[src/rtl/alu_seq.sv]
// Multi-cycle ALU: operands are processed CHUNK bits per clock through a ripple-carry slice.
// Optional feature macro ALU_SEQ_ACCUM_EN: acc_sel=1 at accept takes operand A from the result register.
module alu_seq #(
    parameter int WIDTH = 16,
    parameter int CHUNK = 4
) (
    input  logic             clk,
    input  logic             rst_n,
    input  logic             start,
    input  logic [3:0]       op,
    input  logic [WIDTH-1:0] a,
    input  logic [WIDTH-1:0] b,
    input  logic             cin,
    input  logic             acc_sel,
    output logic             busy,
    output logic             done,
    output logic [WIDTH-1:0] result,
    output logic             cout,
    output logic             overflow,
    output logic             zero
);
    localparam int N     = WIDTH / CHUNK;
    localparam int IDX_W = (N > 1) ? $clog2(N) : 1;
    localparam int LW    = $clog2(WIDTH);
    localparam logic [3:0] OP_AND = 4'd0, OP_OR = 4'd1, OP_NAND = 4'd2, OP_NOR = 4'd3,
                           OP_XOR = 4'd4, OP_XNOR = 4'd5, OP_NOT = 4'd6, OP_ADD = 4'd7,
                           OP_SUB = 4'd8, OP_DEC = 4'd9;

    typedef enum logic [1:0] {S_IDLE, S_EXEC, S_DONE} state_t;

    state_t             state_q, state_d;
    logic [IDX_W-1:0]   idx_q, idx_d;
    logic [3:0]         op_q, op_d;
    logic [WIDTH-1:0]   a_q, a_d, b_q, b_d, shadow_q, shadow_d;
    logic               carry_q, carry_d;
    logic [WIDTH-1:0]   result_q, result_d;
    logic               cout_q, cout_d, ovf_q, ovf_d, zero_q, zero_d;

    logic [CHUNK-1:0]   a_ch, b_ch, r_ch;
    logic [CHUNK:0]     sum_ch;
    logic [WIDTH-1:0]   dec_w, shadow_nx, a_src;
    logic               is_arith;

`ifdef ALU_SEQ_ACCUM_EN
    assign a_src = acc_sel ? result_q : a;
`else
    logic unused_acc_sel;
    assign unused_acc_sel = acc_sel;
    assign a_src          = a;
`endif

    // One chunk slice: logic ops and ripple-carry add on the current CHUNK bits
    always_comb begin
        a_ch     = a_q[idx_q*CHUNK +: CHUNK];
        b_ch     = b_q[idx_q*CHUNK +: CHUNK];
        sum_ch   = {1'b0, a_ch} + {1'b0, b_ch} + {{CHUNK{1'b0}}, carry_q};
        dec_w    = {{(WIDTH-1){1'b0}}, 1'b1} << a_q[LW-1:0];
        is_arith = (op_q == OP_ADD) || (op_q == OP_SUB);
        case (op_q)
            OP_AND:  r_ch = a_ch & b_ch;
            OP_OR:   r_ch = a_ch | b_ch;
            OP_NAND: r_ch = ~(a_ch & b_ch);
            OP_NOR:  r_ch = ~(a_ch | b_ch);
            OP_XOR:  r_ch = a_ch ^ b_ch;
            OP_XNOR: r_ch = ~(a_ch ^ b_ch);
            OP_NOT:  r_ch = ~a_ch;
            OP_ADD, OP_SUB: r_ch = sum_ch[CHUNK-1:0];
            OP_DEC:  r_ch = dec_w[idx_q*CHUNK +: CHUNK];
            default: r_ch = '0;
        endcase
        shadow_nx = shadow_q;
        shadow_nx[idx_q*CHUNK +: CHUNK] = r_ch;
    end

    always_comb begin
        state_d  = state_q;
        idx_d    = idx_q;
        op_d     = op_q;
        a_d      = a_q;
        b_d      = b_q;
        carry_d  = carry_q;
        shadow_d = shadow_q;
        result_d = result_q;
        cout_d   = cout_q;
        ovf_d    = ovf_q;
        zero_d   = zero_q;
        case (state_q)
            S_EXEC: begin
                shadow_d = shadow_nx;
                carry_d  = sum_ch[CHUNK];
                idx_d    = idx_q + 1'b1;
                if (idx_q == IDX_W'(N-1)) begin
                    result_d = shadow_nx;
                    cout_d   = is_arith & sum_ch[CHUNK];
                    ovf_d    = is_arith && (a_q[WIDTH-1] == b_q[WIDTH-1]) &&
                               (shadow_nx[WIDTH-1] != a_q[WIDTH-1]);
                    zero_d   = (shadow_nx == '0);
                    state_d  = S_DONE;
                end
            end
            default: begin
                // IDLE and DONE both accept; DONE falls back to IDLE otherwise
                if (start) begin
                    state_d = S_EXEC;
                    op_d    = op;
                    a_d     = a_src;
                    b_d     = (op == OP_SUB) ? ~b : b;
                    carry_d = (op == OP_ADD) ? cin : (op == OP_SUB);
                    idx_d   = '0;
                end else begin
                    state_d = S_IDLE;
                end
            end
        endcase
    end

    always_ff @(posedge clk) begin
        if (!rst_n) begin
            state_q  <= S_IDLE;
            idx_q    <= '0;
            result_q <= '0;
            cout_q   <= 1'b0;
            ovf_q    <= 1'b0;
            zero_q   <= 1'b1;
        end else begin
            state_q  <= state_d;
            idx_q    <= idx_d;
            result_q <= result_d;
            cout_q   <= cout_d;
            ovf_q    <= ovf_d;
            zero_q   <= zero_d;
        end
    end

    // Operand and partial-result datapath carries no reset
    always_ff @(posedge clk) begin
        op_q     <= op_d;
        a_q      <= a_d;
        b_q      <= b_d;
        carry_q  <= carry_d;
        shadow_q <= shadow_d;
    end

    assign busy     = (state_q == S_EXEC);
    assign done     = (state_q == S_DONE);
    assign result   = result_q;
    assign cout     = cout_q;
    assign overflow = ovf_q;
    assign zero     = zero_q;
endmodule

[config.mk]
export PLATFORM = sky130hd
export DESIGN_NAME = alu_seq
export DESIGN_NICKNAME = d
export VERILOG_FILES = /design/src/rtl/alu_seq.sv
export SDC_FILE = /design/constraint.sdc
export NUM_CORES = 1
export LEC_CHECK = 0
export ABC_AREA = 0
export CAP_MARGIN = 15
export CORE_MARGIN = 8
export CORE_UTILIZATION = 53
export CTS_CLUSTER_DIAMETER = 150
export CTS_CLUSTER_SIZE = 25
export DETAILED_ROUTE_END_ITERATION = 6
export PLACE_DENSITY_LB_ADDON = 0.12
export SETUP_SLACK_MARGIN = 0.02
export SLEW_MARGIN = 10
export SYNTH_ARGS = -nofsm -noshare
export SYNTH_HDL_FRONTEND = slang
export SYNTH_SLANG_ARGS = --single-unit
[constraint.sdc]
create_clock -name clk -period 3.65 [get_ports clk]
set_input_delay 1.095 -clock clk [delete_from_list [all_inputs] [get_ports clk]]
set_output_delay 1.095 -clock clk [all_outputs]
set_load 0.05 [all_outputs]
==> results.json <==
{
  "post-route-min-period_ns": 3.41,
  "tritoncts.num_buffers": 9,
  "net_switching_fraction_of_the_power": 0.256,
  "dp_cells": 471,
  "critical_path_startpoint_category": "flop",
  "number_of_antenna_violations_at_the_first_check_in_global_routing": 0,
  "min-delay-start": "cout",
  "vias_per_std_cell": 5.56,
  "area.growth.synth_to_final_pct": 23.2,
  "achievable-frequency_mhz": 293,
  "syn_nets": 378,
  "setup_viol": 0,
  "post_cts_hold_buffer_count": 0,
  "finalCritPeriodShare": 0.934,
  "synth.cell_area_um2": 3940,
  "first_global_vias": 2758,
  "worst_slew_pin_slew_ns": 0.707,
  "dp.final_hpwl_um": 6210,
  "num_vias": 2709,
  "endpoint_kind": "flop",
  "p_leak_nw": 1.87,
  "rsz_0062_raised_after_global_routing": "false",
  "grt_remaining_overflow": 0,
  "worst_path_max_delay_cell": "mux4_1",
  "fin_total_pwr_mw": 1.94,
  "power.internal_mw": 1.44,
  "timing_worst_setup_path_type": "reg2reg",
  "hold-path-cell-count": 3,
  "cp_cell_sequence": "mux4_1, fa_1, inv_1, fa_1, nor2b_1, o21ai_0, a211oi_1, nor4_4, o22ai_1, o21ba_1",
  "outcome": "finished clean",
  "netlist_instances": 322,
  "reg2reg_slack_ns": 0.24,
  "critPathRequiredTime_ns": 3.95,
  "max_cap_violations": 0,
  "first_pass_iters": 5,
  "power.share.clock": 0.327,
  "async_flop_share": 0,
  "gpl.final_weighted_congestion": 0.910,
  "hold_viol_final": 0,
  "clock_slew_at_the_register_clock_pins_of_the_worst_setup_and_hold_paths_ns": 0.08,
  "timing.setup.tns_ns": 0,
  "start_util": 0.546,
  "die_width_um": 102,
  "numPortBuffers": 60,
  "ff_to_ff_end": "result[1]",
  "grt_start_max_net_pins": 37,
  "power.net_switching_uw": 497,
  "floorplan.core_area_um2": 7210,
  "placement_rows": 31,
  "layout.cells.non_filler": 487,
  "drive_gt1_frac": 0.129,
  "critical-path-max-stage-delay_ns": 0.72,
  "post-route-worst-setup-slack_ns": 0.243,
  "clock_sinks": 76,
  "ioPinCount": 62,
  "antenna_cells": 0,
  "drtIter0Drc": 134,
  "root_driver": "clkbuf_8",
  "fin_hold_ws_ns": 0.569,
  "post_cts_buffers": 0,
  "post_synth.cell_area_avg_um2": 12.2,
  "share_comb_of_total_power": 0.157,
  "maxSlewViolCount": 0,
  "worstPathArrival_ns": 3.70,
  "wire_length_of_the_first_global_routing_pass_um": 13700,
  "synth-warning-count": 0,
  "synth_enable_flop_cells": 53,
  "slew_headroom": 0.528,
  "crit_path_max_fanout": 6,
  "gr-usage-all-layers": 0.174,
  "remaining_drc_errors": 0,
  "design.final.nets": 439,
  "worstSkewPairLatency_ns": 0.35,
  "cts_h_tree_depth": 3,
  "totalWireLength_um": 8500,
  "synth-main-ff-cell": "edfxtp_1",
  "power_density_nw_per_um2": 400,
  "power.ir.vdd_worst_mv": 0.249,
  "die_outline_area_um2": 10500,
  "routed_wire_length_per_instance_um": 17.5,
  "sequential_share_of_the_synthesized_area": 0.521,
  "min_delay_worst_endpoint": "cout",
  "synth_seq_cells": 76,
  "hold_class": "reg2reg",
  "ant_nets": 0,
  "ctsResizeCount": 0,
  "cp_common_cell": "fa_1",
  "yosysUniqueCellTypes": 61,
  "final.setup_skew_ns": 0.0114,
  "timing.rr.start": "idx_q[0]",
  "share_seq_of_total_power": 0.516,
  "pre_cts_ws_ns": 0.238,
  "reg2reg_depth": 10,
  "max-clock-path-buffers": 2,
  "chipHeight_um": 102,
  "cts_tree": "yes"
}
sequential cells by signal, indices dropped and copies added (netlist names):
name      cells
shadow_q     16
op_q          4
overflow      1
carry_q       1
a_q          16
result       16
zero          1
cout          1
b_q          16
idx_q         2
state_q       2
synth_stat cells (all sizes together) (2+ instances only):
master	count	area, um2
edfxtp	53	1590
inv	28	105
dfxtp	23	460
o21ai	21	109
xor2	17	149
o21ba	16	160
o22ai	15	125
nand2	14	52.6
ha	13	163
clkbuf	10	37.5
nor2b	9	56.3
mux4	8	199
nor2	8	30.0
buf	7	43.8
nand3	7	35.0
nor3	7	57.6
nand2b	6	37.5
a21oi	5	25.0
nor4	4	40.0
a211o	3	26.3
a211oi	3	35.0
a31oi	3	18.8
and2	3	18.8
and3	3	18.8
xnor2	3	26.3
a21o	2	15.0
a221o	2	21.3
a22o	2	17.5
fa	2	40.0
mux2i	2	20.0
nand4	2	12.5
nor4b	2	17.5
o211ai	2	20.0
or3	2	12.5
or4b	2	20.0
power by group through the flow:
stage / Sequential [mW] / Combinational, mW / Clock (mW)
3_3_place_gp: 1.02 / 0.299 / 0
2_1_floorplan: 1.01 / 0.209 / 0
5_1_grt: 1.01 / 0.335 / 0.683
6_report: 1.00 / 0.305 / 0.635
4_1_cts: 1.00 / 0.306 / 0.652
3_5_place_dp: 1.02 / 0.305 / 0
cells in the final DEF (no fill, tap or decap), types with 3 or more instances in the layout:
master and instances:
and2_1 3, nor3_1 5, nor4_1 3, nand2_1 14, nand2b_1 6, o21ai_0 18
dfxtp_1 23, xor2_1 17, a211o_1 3, o21ba_2 4, o21ba_1 12, buf_4 7
clkbuf_8 11, ha_1 13, nor2_1 8, a21oi_1 5, nand3_1 7, o22ai_1 10
mux4_1 5, o22ai_2 5, clkdlybuf4s50_1 60, xnor2_1 3, edfxtp_1 53, mux4_2 3
nor2b_1 7, a31oi_1 3, inv_1 27, and3_1 3
critical path: cells and delay by family, from the launching register on:
kind | cells | cell delay (ns)
buffers and inverters | 1 | 0.08
and+or+nand+nor | 2 | 0.26
AOI/OAI and AO/OA | 4 | 0.87
muxes | 1 | 0.72
adders and majority gates | 2 | 0.89
DFF | 1 | 0.54
per-stage QoR:
step                      utilization  instance area [um2]
after global placement          0.644                 4650
after CTS                       0.673                 4850
after global routing            0.673                 4850
final                           0.673                 4850
after floorplan                     -                 3940
after detailed placement        0.644                 4650
cell families after synthesis:
kind of cell / synth area share
simple gates: 0.119
mux: 0.0556
buf+inv: 0.0473
flops: 0.521
fa+ha+maj: 0.0514
xor+xnor: 0.0444
compound gates: 0.162
area by class of cell:
type | instances | area (um2)
Sequential cell | 76 | 2050
Timing Repair Buffer | 67 | 653
Clock buffer | 12 | 176
Tap cell | 99 | 124
Inverter | 28 | 105
Multi-Input combinational cell | 201 | 1710
Fill cell | 564 | 2360
Clock inverter | 4 | 30.0
routing by layer:
layer | global-route usage | part of all wire | vias to the layer above
met5 | 0 | 0 | -
met4 | 0.0790 | 0.023 | 0
met3 | 0.0463 | 0.039 | 16
met2 | 0.261 | 0.47 | 67
met1 | 0.228 | 0.47 | 1312
li1 | - | - | 1314
worst max-delay path by stage:
stage / start / slack (ns) / to
finish: idx_q[0] / 0.24 / result[1]
global placement: idx_q[0] / 0.32 / result[1]
global route: idx_q[0] / 0.05 / result[1]
CTS: idx_q[0] / 0.23 / result[1]
floorplan: state_q[0] / 0.37 / a_q[0]
detailed placement: idx_q[0] / 0.24 / result[1]
(Power assumes the default switching activity.)
